==> src/rtl/mfp_multi_digit_display_scanner.sv <==
// Multiplexed N-digit seven-segment scanner: frame-coherent snapshot, leading-zero
// blanking, per-digit dot/enable, PWM brightness with a dead cycle at each slot start.
module mfp_multi_digit_display_scanner #(
    parameter int N_DIGITS     = 8,
    parameter int REFRESH_LOG2 = 14,
    parameter int BRIGHT_W     = 4,
    parameter int ACTIVE_LOW   = 1
) (
    input  logic                    clk,
    input  logic                    reset,
    input  logic [4*N_DIGITS-1:0]   number,
    input  logic [N_DIGITS-1:0]     dots,
    input  logic [N_DIGITS-1:0]     digit_enable,
    input  logic                    blank_lz,
    input  logic [BRIGHT_W-1:0]     brightness,
    output logic [6:0]              seven_segments,
    output logic                    dot,
    output logic [N_DIGITS-1:0]     anodes,
    output logic                    frame_start
);

    localparam int IDX_W = (N_DIGITS > 1) ? $clog2(N_DIGITS) : 1;
    localparam logic [IDX_W-1:0] LAST = IDX_W'(N_DIGITS - 1);
    localparam logic POL = (ACTIVE_LOW != 0);

    logic [REFRESH_LOG2-1:0] cnt;
    logic [IDX_W-1:0]        idx;
    logic [4*N_DIGITS-1:0]   snap_num;
    logic [N_DIGITS-1:0]     snap_dots;
    logic [N_DIGITS-1:0]     snap_en;
    logic                    snap_blz;

    logic                    slot_end, frame_end;
    logic [N_DIGITS:0]       zero_from;
    logic [N_DIGITS-1:0]     blanked;
    logic [3:0]              nib;
    logic                    sel_en, sel_dot, sel_blank, lit;
    logic [N_DIGITS-1:0]     an_hi;
    logic [6:0]              seg_hi;
    logic [BRIGHT_W-1:0]     phase;

    assign slot_end  = &cnt;
    assign frame_end = slot_end && (idx == LAST);
    assign phase     = cnt[REFRESH_LOG2-1 -: BRIGHT_W];

    always_comb begin
        zero_from           = '0;
        zero_from[N_DIGITS] = 1'b1;
        for (int i = N_DIGITS - 1; i >= 0; i--)
            zero_from[i] = zero_from[i+1] && (snap_num[4*i +: 4] == 4'h0);
        blanked = '0;
        // Digit 0 is never blanked so an all-zero value still reads "0".
        for (int i = 1; i < N_DIGITS; i++)
            blanked[i] = snap_blz && zero_from[i];
    end

    always_comb begin
        nib       = 4'h0;
        sel_en    = 1'b0;
        sel_dot   = 1'b0;
        sel_blank = 1'b0;
        for (int i = 0; i < N_DIGITS; i++) begin
            if (idx == IDX_W'(i)) begin
                nib       = snap_num[4*i +: 4];
                sel_en    = snap_en[i];
                sel_dot   = snap_dots[i];
                sel_blank = blanked[i];
            end
        end
        lit   = (cnt != '0) && (phase <= brightness) && sel_en && !sel_blank;
        an_hi = '0;
        for (int i = 0; i < N_DIGITS; i++)
            an_hi[i] = lit && (idx == IDX_W'(i));
    end

    always_comb begin
        case (nib)
            4'h0: seg_hi = 7'h3F;
            4'h1: seg_hi = 7'h06;
            4'h2: seg_hi = 7'h5B;
            4'h3: seg_hi = 7'h4F;
            4'h4: seg_hi = 7'h66;
            4'h5: seg_hi = 7'h6D;
            4'h6: seg_hi = 7'h7D;
            4'h7: seg_hi = 7'h07;
            4'h8: seg_hi = 7'h7F;
            4'h9: seg_hi = 7'h6F;
            4'hA: seg_hi = 7'h77;
            4'hB: seg_hi = 7'h7C;
            4'hC: seg_hi = 7'h39;
            4'hD: seg_hi = 7'h5E;
            4'hE: seg_hi = 7'h79;
            default: seg_hi = 7'h71;
        endcase
    end

    always_ff @(posedge clk) begin
        if (reset) begin
            cnt            <= '0;
            idx            <= '0;
            snap_num       <= '0;
            snap_dots      <= '0;
            snap_en        <= '0;
            snap_blz       <= 1'b0;
            seven_segments <= {7{POL}};
            dot            <= POL;
            anodes         <= {N_DIGITS{POL}};
            frame_start    <= 1'b0;
        end else begin
            cnt <= cnt + 1'b1;
            if (slot_end)
                idx <= (idx == LAST) ? '0 : idx + 1'b1;
            // Capture at the frame boundary so a whole frame shows one coherent value.
            if (frame_end) begin
                snap_num  <= number;
                snap_dots <= dots;
                snap_en   <= digit_enable;
                snap_blz  <= blank_lz;
            end
            seven_segments <= (lit ? seg_hi : 7'h00) ^ {7{POL}};
            dot            <= (lit && sel_dot) ^ POL;
            anodes         <= an_hi ^ {N_DIGITS{POL}};
            frame_start    <= frame_end;
        end
    end

endmodule

==> config.mk <==
export PLATFORM = sky130hd
export DESIGN_NAME = mfp_multi_digit_display_scanner
export DESIGN_NICKNAME = d
export VERILOG_FILES = /design/src/rtl/mfp_multi_digit_display_scanner.sv
export SDC_FILE = /design/constraint.sdc
export NUM_CORES = 1
export LEC_CHECK = 0
export ABC_CLOCK_PERIOD_IN_PS = 5360
export CAP_MARGIN = 5
export CORE_ASPECT_RATIO = 0.8
export CORE_UTILIZATION = 50
export CTS_BUF_LIST = sky130_fd_sc_hd__clkbuf_8
export CTS_CLUSTER_SIZE = 12
export DETAILED_ROUTE_END_ITERATION = 10
export GPL_ROUTABILITY_DRIVEN = 1
export PLACE_DENSITY = 0.77
export REMOVE_ABC_BUFFERS = 1
export SYNTH_ARGS = -nofsm -noshare
export SYNTH_HDL_FRONTEND = slang
export SYNTH_SLANG_ARGS = --single-unit
==> constraint.sdc <==
create_clock -name clk -period 5.36 [get_ports clk]
set_clock_uncertainty 0.15 [all_clocks]
set_input_delay 0.804 -clock clk [delete_from_list [all_inputs] [get_ports clk]]
set_output_delay 0.804 -clock clk [all_outputs]
set_load 0.01 [all_outputs]
==> results of run 1 <==
[cell usage after synthesis, types with 5 or more instances]
| cell | count | area (um^2) |
|---|---|---|
| a211oi_1 | 5 | 37.5 |
| a21oi_1 | 24 | 120 |
| a22o_1 | 48 | 420 |
| buf_6 | 18 | 203 |
| dfxtp_1 | 83 | 1660 |
| ha_1 | 18 | 225 |
| inv_1 | 23 | 86.3 |
| nand2_1 | 28 | 105 |
| nand2b_1 | 6 | 37.5 |
| nand3_1 | 17 | 85.1 |
| nor2_1 | 18 | 67.6 |
| nor2b_1 | 8 | 50.1 |
| nor4_1 | 6 | 37.5 |
| o211ai_1 | 7 | 52.6 |
| o21ai_0 | 17 | 85.1 |
| xor2_1 | 7 | 61.3 |
[cell families after synthesis]
group                    after synthesis  share of synthesized area
adder cells (fa/ha/maj)               18                     0.0576
AND/OR/NAND/NOR                      107                      0.145
flip-flops                            83                      0.425
multiplexers                           3                    0.00768
XOR/XNOR                              11                     0.0246
AO/OA/AOI/OAI                        128                      0.242
buffers and inverters                 53                     0.0982
[worst max-delay path: stages (launching register included)]
cell and delay, ns:
dfxtp_1 0.92, inv_2 0.24, ha_1 0.46, nor2_1 0.29
o211ai_1 0.13, o2bb2ai_1 0.17, a21oi_1 0.48, inv_1 0.14
ha_1 0.27, nor2b_1 0.15, a211oi_1 0.20, o21ai_0 0.11
[per-stage QoR]
step | instances | hold slack [ns]
global route | 566 | 0.355
global placement | 551 | 0.314
floorplan | 374 | 0.292
finish | 566 | 0.335
detailed placement | 551 | 0.316
CTS | 566 | 0.339
[flip-flops by register name, indices dropped and copies added, names as in the netlist]
name and flops:
frame_start 1, dot 1, snap_blz 1, seven_segments 7, cnt 14, snap_en 8
idx 3, snap_dots 8, anodes 8, snap_num 32
[cell type report]
type | instances | area share
multi-input cells | 267 | 0.399
inverters | 24 | 0.0192
well taps | 105 | 0.0280
repair buffers | 72 | 0.153
clock buffers | 10 | 0.0294
flip-flops and latches | 83 | 0.354
clock inverters | 5 | 0.0165
[worst max-delay path by stage]
stage | slack, ns | endpoint
2_1_floorplan | 2.21 | seven_segments[3]
6_report | 1.47 | seven_segments[3]
3_3_place_gp | 1.72 | seven_segments[3]
3_5_place_dp | 1.54 | seven_segments[3]
5_1_grt | 1.04 | seven_segments[3]
4_1_cts | 1.56 | seven_segments[3]
[metal layers]
| metal | wire length (um) | vias to the layer above |
|---|---|---|
| li1 | - | 1578 |
| met1 | 4020 | 1476 |
| met2 | 3890 | 78 |
| met3 | 351 | 8 |
| met4 | 90 | 0 |
| met5 | 0 | - |
[where the power goes]
group | switching, W | total, W | internal, W
clock network | 0.000219 | 0.000490 | 0.000271
logic | 0.0000198 | 0.0000602 | 0.0000404
registers | 0.00000240 | 0.000620 | 0.000618
total | 0.000241 | 0.00117 | 0.000929
==> results by group, run 1 <==
Layout
  – Most frequent cells in the layout: dfxtp_1 (83), clkdlybuf4s50_1 (71), a22o_1 (48)
  – ANT cells: 0
  – Area Growth Syn to Fin: 19.9%
  – Fin area: around 4700 um^2
  – Nets: 530
  – Most common cell after layout, fill and taps aside: dfxtp_1
  – Seq. cell area: roughly 1700 um^2
  – Final Util: 0.625
  – Multi-input combinational cell area: approximately 1900 um^2
  – # fillers: ~640
  – Fraction of layout cells with a size suffix above 1: 0.0521

Logic synthesis
  – Post-synth EDFFs: 0
  – Synthesized flop and latch total: 83
  – Top_reg_cell synth: dfxtp_1
  – Synthesized area: 3910 um^2
  – Ys Warns: 0
  – Cell count after synthesis: around 400
  – Seq/Total Area, Yosys: 0.425
  – FFs w/ async S/R, synth: 0
  – Syn Area/Cell: between 9 and 10 um^2
  – Synth cell types: 52

Power and ir drop
  – Power, Total: roughly 0.0012 W
  – Pwr Density: 250 nW/um^2
  – Leak Pwr: between 1.5 and 2 nW
  – VDD IR max: approximately 0.00012 V

Floorplan
  – Core area: between 7000 and 8000 um^2
  – Row cnt: 28
  – Die width: between 100 and 150 um
  – Total die area: 8180 um^2
  – Height of the die: about 81 um
  – Starting Density: 0.522
  – Num ports: 72

Setup path
  – Crit Path Class: flip-flop to flip-flop
  – Worst Setup SP: idx[2]
  – Crit path launch type: flip-flop
  – Reg-to-Reg Start: idx[2]
  – Reg2Reg Depth: 11
  – Arr. time, crit path: a little under 4 ns
  – Max FO, Critical Path: 27
  – Reg2reg setup slack: about 1.5 ns
  – Reg2reg end: seven_segments[3]
  – Critical Path RT: around 5.4 ns
  – Crit end category: flip-flop

Clock tree
  – Root buffer cell: clkbuf_8
  – Post-cts resize count: 0
  – H-tree levels: 3
  – Max Root-Sink Buffers: 2
  – Hold_buf cts: 0
  – Worst-Skew Late Latency: between 0.3 and 0.4 ns
  – CTS tree: built
  – CTS clock-pin slew for the worst setup and hold paths: ~0.08 ns
  – Postcts setup bufs: 0
  – TritonCTS Buffers: 9
  – Clock tree sinks: 83

Global route
  – Met2 Usage GRT: 0.358
  – Number of global-route vias before repair: around 3000
  – GRT Max-Usage Layer: met2
  – GR Overflow Total: 0
  – Met3 Use GR: 0.0456
  – Initial antenna violation count: 0
  – Largest net degree at the start of global routing: 51
  – Global-route wire length before repair: 13900 um
  – Total Routing Usage GR: 0.217
  – GR Util met1: 0.291

Hold path
  – Hold EP: snap_en[7]
  – Worst Hold Launch: snap_en[7]
  – HP Class: flip-flop to flip-flop
  – Hold path depth: 1

Run status
  – Outcome: complete, no violations

Timing
  – Final worst slack: 1.47 ns
  – RSZ-0062 raised after global routing: no
  – Max Slew Vio Count: 0
  – TNS Setup: 0 ns
  – Final setup vio count: 0
  – FMAX: ~260 MHz
  – Crit path time final: 3.89 ns
  – Final Hold Viols: 0
  – Final worst path period share: 0.725
  – Slew @ Worst Pin: around 1.1 ns
  – Slew headroom: 0.276

Detailed routing
  – Post-route ant nets: 0
  – Via density: ~5.5
  – DRT Pass-1 Iters: 4
  – Routed WL: between 8000 and 9000 um
  – DR DRC count: 0
  – DRT iter0 DRCs: approximately 160
  – Via count: approximately 3100
  – Average wire per standard cell: roughly 15 um

Placed design
  – IO buf count: 71
  – GPL Wtd Cong: around 0.86
  – Placed inst area: ~4500 um^2
  – Dpl hpwl: approximately 5900 um
  – Worst slack at placement: between 1.5 and 2 ns

Flow run
  – Max Cap Viol: 0
(Power assumes the default switching activity.)
==> run 2, diff against run 1 <==
- ABC_CLOCK_PERIOD_IN_PS: 5360 -> 3340
- CORE_UTILIZATION: 50 -> 49
- PLACE_DENSITY: 0.77 -> 0.79
- clock period: 5.36 -> 3.34 ns (I/O delays scaled with it)
==> run 2 against run 1 <==
Compared with the run above: maximum frequency up 25%; core utilization up 0.53 points; clock-buffer cell count unchanged; highest routed layer unchanged; register-to-register slack worse by 1.2 ns; largest cell class unchanged; sequential share of layout area down 0.62 points; critical path depth up 1; setup slack worse by 1.2 ns; via count up 4.4%; cell area up 1.8%; non-clock buffer count up 11; clock power up 51%; sequential power up 61%.
==> results by group, run 2 (synthesized netlist as in run 1, its figures left out) <==
Hold path
  – Worst Hold Launch: cnt[0]
  – Hold path depth: 1 (unchanged)
  – HP Class: flip-flop to flip-flop
  – Hold EP: cnt[0]

Layout
  – Top Registers: snap_num (32), cnt (14)
  – Max FFs per register: 32 (unchanged)
  – Most common cell after layout, fill and taps aside: dfxtp_1
  – Most flops, register: snap_num
  – Final Util: 0.631 (+0.00529)
  – Area Growth Syn to Fin: 22.0%
  – Most frequent cells in the layout: dfxtp_1 (83), clkdlybuf4s50_1 (71), a22o_1 (48)
  – Fraction of layout cells with a size suffix above 1: 0.0740 (+0.0219)
  – Nets: 541 (+2.1%)
  – ANT cells: 0 (unchanged)

Power and ir drop
  – Power, Total: 0.00183 W (+57%)
  – VDD IR max: 0.000238 V (+100%)
  – Leak Pwr: 1.76 nW (+2.9%)
  – Pwr Density: 384 nW/um^2 (+54%)

Setup path
  – Crit-path most repeated cell: ha_1
  – Reg2Reg Depth: 12 (+1)
  – Crit path buffers/inverters: 2 (unchanged)
  – Reg2reg setup slack: 0.23 ns (-1.24 ns)
  – Crit path launch type: flip-flop
  – Slowest stage cell on the critical path: a21oi_1
  – Crit Path Class: flip-flop to flip-flop
  – Reg-to-Reg Start: idx[1]
  – Worst path max stage delay: 0.38 ns (-0.54 ns)
  – Cell breakdown of the critical path: ha_1 -> ha_1 -> buf_4 -> nor3b_1 -> o32ai_1 -> o2bb2ai_1 -> a21oi_1 -> inv_1 -> ha_1 -> nor2b_1 -> a211oi_1 -> o21ai_0
  – Reg2reg end: seven_segments[3]
  – Max FO, Critical Path: 9 (-67%)
  – Crit end category: flip-flop
  – CP top delay family: compound AO/OA/AOI/OAI gates
  – Critical Path RT: 3.41 ns (-1.99 ns)
  – Arr. time, crit path: 3.18 ns (-0.75 ns)

Run status
  – Outcome: complete, no violations

Timing
  – Hold slack final: 0.337 ns (+0.00164 ns)
  – Crit path time final: 3.11 ns (-0.782 ns)
  – FMAX: 322 MHz (+25%)
  – Final setup vio count: 0 (unchanged)
  – TNS Setup: 0 ns (unchanged)
  – Max Slew Vio Count: 0 (unchanged)
  – RSZ-0062 raised after global routing: no
  – Slew headroom: 0.459 (+0.183)
  – Final worst path period share: 0.930 (+0.204)
  – Slew @ Worst Pin: 0.811 ns (-0.272 ns)
  – Final Hold Viols: 0 (unchanged)

Flow run
  – Max Cap Viol: 0 (unchanged)

Detailed routing
  – DR DRC count: 0 (unchanged)
  – Post-route ant nets: 0 (unchanged)
  – Average wire per standard cell: 15.4 um (+4.2%)
  – Via density: 5.67 (+2.2%)
  – Routed WL: 8890 um (+6.4%)
  – DRT iter0 DRCs: 179 (+15%)
  – DRT Pass-1 Iters: 5 (+1)
  – Via count: 3278 (+4.4%)

Floorplan
  – Total die area: 8340 um^2 (+2.0%)
  – Die width: 102 um (+0.99%)
  – Num ports: 72 (unchanged)
  – Row cnt: 28 (unchanged)
  – Height of the die: 81.9 um (+0.99%)
  – Starting Density: 0.517 (-0.00483)
  – Core area: 7570 um^2 (+0.93%)

Clock tree
  – Max Root-Sink Buffers: 2 (unchanged)
  – TritonCTS Buffers: 9 (unchanged)
  – Post-cts resize count: 0 (unchanged)
  – Root buffer cell: clkbuf_8
  – CTS tree: built
  – Hold_buf cts: 0 (unchanged)
  – Clock tree sinks: 83 (unchanged)
  – H-tree levels: 3 (unchanged)
  – CTS clock-pin slew for the worst setup and hold paths: 0.08 ns (about the same)
  – Postcts setup bufs: 0 (unchanged)
  – Worst-Skew Late Latency: 0.37 ns (+0.02 ns)

Placed design
  – Dpl hpwl: 6310 um (+6.1%)
  – IO buf count: 71 (unchanged)
  – GPL Wtd Cong: 0.853 (-1.3%)

Global route
  – Initial antenna violation count: 0 (unchanged)
  – Total Routing Usage GR: 0.225 (+0.00785)
  – Global-route wire length before repair: 14500 um (+4.0%)
  – Number of global-route vias before repair: 3073 (+3.5%)
  – GR Overflow Total: 0 (unchanged)
  – Largest net degree at the start of global routing: 41 (-20%)
run 2: changes by cell type in the layout (fill, tap and decap cells not counted), sizes merged:
cell      delta
buf         +11
bufinv       -1
inv          +1
clkinvlp     +1
run 2: cell type report:
class | count | area, um^2
Fill cell | 648 | 2800
Clock buffer | 10 | 138
Inverter | 24 | 90.1
Multi-Input combinational cell | 267 | 1870
Timing Repair Buffer | 83 | 813
Tap cell | 105 | 131
Sequential cell | 83 | 1660
Clock inverter | 6 | 66.3
run 2: through the flow:
| step | setup WS [ns] | instance area, um^2 | cells |
|---|---|---|---|
| final | 0.234 | 4770 | 578 |
| after global placement | 0.470 | 4570 | 562 |
| after CTS | 0.287 | 4770 | 578 |
| after floorplan | 0.192 | 3620 | 374 |
| after detailed placement | 0.330 | 4570 | 562 |
| after global routing | 0.0433 | 4770 | 578 |
run 2: worst max path at each step:
stage	startpoint	to	cells past startpoint
2_1_floorplan	idx[2]	seven_segments[3]	11
3_3_place_gp	brightness[1]	anodes[5]	11
3_5_place_dp	brightness[1]	anodes[1]	11
4_1_cts	idx[1]	seven_segments[3]	12
5_1_grt	idx[1]	seven_segments[3]	11
6_report	idx[1]	seven_segments[3]	12
run 2: layer usage:
layer	routed length, um	GRT usage	vias up	share of wire
li1	-	-	1607	-
met1	4120	0.293	1527	0.46
met2	4040	0.361	129	0.45
met3	604	0.0647	15	0.068
met4	124	0.0729	0	0.014
met5	0	0	-	0
run 2: power by group:
group | switching [W] | internal [W] | total (W)
logic | 0.0000319 | 0.0000655 | 0.0000974
registers | 0.00000424 | 0.000991 | 0.000996
clock network | 0.000375 | 0.000365 | 0.000741
total | 0.000411 | 0.00142 | 0.00183
==> run 3, diff against run 2 <==
- SETUP_SLACK_MARGIN: default -> 0.4
==> run 3 against run 2 <==
Compared with the run above: first-iteration DRC count fell by 5.6%; global-route usage rose by 0.055 points; sequential power barely moved; critical path depth did not move; largest power group unchanged; wire length rose by 0.88%.
==> results by group, run 3 (synthesized netlist as in run 1, its figures left out) <==
Run status
  – Outcome: complete, no violations

Setup path
  – Reg2reg setup slack: 0.47 ns (+0.24 ns)
  – Reg-to-Reg Start: idx[1]
  – Crit path launch type: flip-flop
  – Crit-path most repeated cell: ha_1
  – Crit end category: flip-flop
  – Reg2reg end: seven_segments[3]
  – Cell breakdown of the critical path: ha_1 -> ha_4 -> buf_4 -> nor3b_1 -> o32ai_1 -> o2bb2ai_1 -> a21oi_2 -> inv_1 -> ha_1 -> nor2b_1 -> a211oi_1 -> o21ai_0
  – Worst path max stage delay: 0.35 ns (-0.03 ns)
  – Arr. time, crit path: 2.94 ns (-0.24 ns)
  – Crit Path Class: flip-flop to flip-flop
  – Slowest stage cell on the critical path: dfxtp_1
  – Critical Path RT: 3.41 ns (about the same)
  – Max FO, Critical Path: 9 (unchanged)
  – Reg2Reg Depth: 12 (unchanged)

Power and ir drop
  – VDD IR max: 0.000239 V (+0.23%)
  – Pwr Density: 381 nW/um^2 (-0.92%)
  – Leak Pwr: 1.77 nW (+0.17%)

Layout
  – Most common cell after layout, fill and taps aside: dfxtp_1
  – Area Growth Syn to Fin: 23.0%
  – Max FFs per register: 32 (unchanged)
  – Most frequent cells in the layout: dfxtp_1 (83), clkdlybuf4s50_1 (71), a22o_1 (48)
  – Fraction of layout cells with a size suffix above 1: 0.0886 (+0.0146)
  – Top Registers: snap_num (32), cnt (14)
  – Final Util: 0.635 (+0.00479)
  – Most flops, register: snap_num
  – Nets: 542 (+0.18%)
  – ANT cells: 0 (unchanged)

Timing
  – Hold slack final: 0.337 ns (-0.000339 ns)
  – Final setup vio count: 0 (unchanged)
  – TNS Setup: 0 ns (unchanged)
  – Crit path time final: 2.87 ns (-0.237 ns)
  – Slew headroom: 0.603 (+0.144)
  – Max Slew Vio Count: 0 (unchanged)
  – Final worst path period share: 0.859 (-0.0711)
  – Final worst slack: 0.472 ns (+0.237 ns)
  – FMAX: 349 MHz (+8.3%)
  – Final Hold Viols: 0 (unchanged)
  – Slew @ Worst Pin: 0.590 ns (-0.221 ns)
  – RSZ-0062 raised after global routing: yes

Hold path
  – HP Class: flip-flop to flip-flop
  – Worst Hold Launch: snap_num[2]
  – Hold EP: snap_num[2]
  – Hold path depth: 1 (unchanged)

Detailed routing
  – Post-route ant nets: 0 (unchanged)
  – Average wire per standard cell: 15.5 um (+0.70%)
  – DR DRC count: 0 (unchanged)
  – Routed WL: 8970 um (+0.88%)
  – DRT iter0 DRCs: 169 (-5.6%)
  – Via density: 5.67 (about the same)
  – Via count: 3282 (+0.12%)
  – DRT Pass-1 Iters: 5 (unchanged)

Floorplan
  – Row cnt: 28 (unchanged)
  – Num ports: 72 (unchanged)
  – Starting Density: 0.517 (unchanged)
  – Height of the die: 81.9 um (unchanged)
  – Die width: 102 um (unchanged)
  – Total die area: 8340 um^2 (unchanged)
  – Core area: 7570 um^2 (unchanged)

Global route
  – Global-route wire length before repair: 14500 um (+0.28%)
  – Largest net degree at the start of global routing: 41 (unchanged)
  – Number of global-route vias before repair: 3077 (+0.13%)
  – Total Routing Usage GR: 0.226 (+0.000553)
  – Initial antenna violation count: 0 (unchanged)
  – GR Overflow Total: 0 (unchanged)

Placed design
  – Worst slack at placement: 0.330 ns (unchanged)
  – GPL Wtd Cong: 0.853 (unchanged)
  – Dpl hpwl: 6310 um (unchanged)
  – IO buf count: 71 (unchanged)

Clock tree
  – Worst-Skew Late Latency: 0.36 ns (about the same)
  – H-tree levels: 3 (unchanged)
  – CTS tree: built
  – Root buffer cell: clkbuf_8
  – TritonCTS Buffers: 9 (unchanged)
  – CTS clock-pin slew for the worst setup and hold paths: 0.09 ns (about the same)
  – Max Root-Sink Buffers: 2 (unchanged)
  – Clock tree sinks: 83 (unchanged)

Flow run
  – Max Cap Viol: 0 (unchanged)
## run 3: changes by cell type in the layout (fill, tap and decap cells not counted), sizes merged
cell and change:
buf +1
## run 3: area by class of cell
| class | count | area (um^2) |
|---|---|---|
| multi-input combinational | 267 | 1900 |
| tap | 105 | 131 |
| timing repair buffer | 84 | 821 |
| clock inverter | 6 | 66.3 |
| inverter | 24 | 90.1 |
| clock buffer | 10 | 138 |
| fill | 644 | 2760 |
| sequential | 83 | 1660 |
## run 3: critical path: cells and delay by family, from the launching register on
family,cells,cell delay [ns]
AO/OA/AOI/OAI,5,0.86
adder cells (fa/ha/maj),3,0.70
AND/OR/NAND/NOR,2,0.38
flip-flops,1,0.35
buffers and inverters,2,0.29
## run 3: power by group
part / total [W] / switching, W / internal, W
combinational: 0.0000973 / 0.0000319 / 0.0000655
sequential: 0.000996 / 0.00000418 / 0.000991
clock: 0.000738 / 0.000372 / 0.000365
## run 3: per-layer routing
metal,routed length (um),GRT usage
met2,4160,0.366
met5,0,0
met1,4150,0.292
met3,551,0.0647
met4,106,0.0686
## run 3: worst max-delay path by stage
stage | from | to | slack (ns) | cells after the start
after detailed placement | brightness[1] | anodes[1] | 0.33 | 11
after global placement | brightness[1] | anodes[5] | 0.47 | 11
final | idx[1] | seven_segments[3] | 0.47 | 12
after CTS | idx[1] | seven_segments[3] | 0.42 | 12
after global routing | idx[1] | seven_segments[3] | 0.34 | 12
after floorplan | idx[2] | seven_segments[3] | 0.19 | 11
## run 3: per-stage QoR
step                      area [um^2]  std cells  total power (W)
after floorplan                  3620        374          0.00104
after CTS                        4780        578          0.00184
after global routing             4810        579          0.00189
after detailed placement         4570        562          0.00112
after global placement           4570        562          0.00112
final                            4810        579          0.00183
## run 3: timing repair
action / CTS / global route
endpoints found under the hold margin: 0 / 0
hold buffers: 0 / 0
buffers inserted: 0 / 1
pin swaps: 0 / 2
resized for setup: 3 / 4
cloned: 0 / 0
endpoints found under the setup margin: 3 / 14
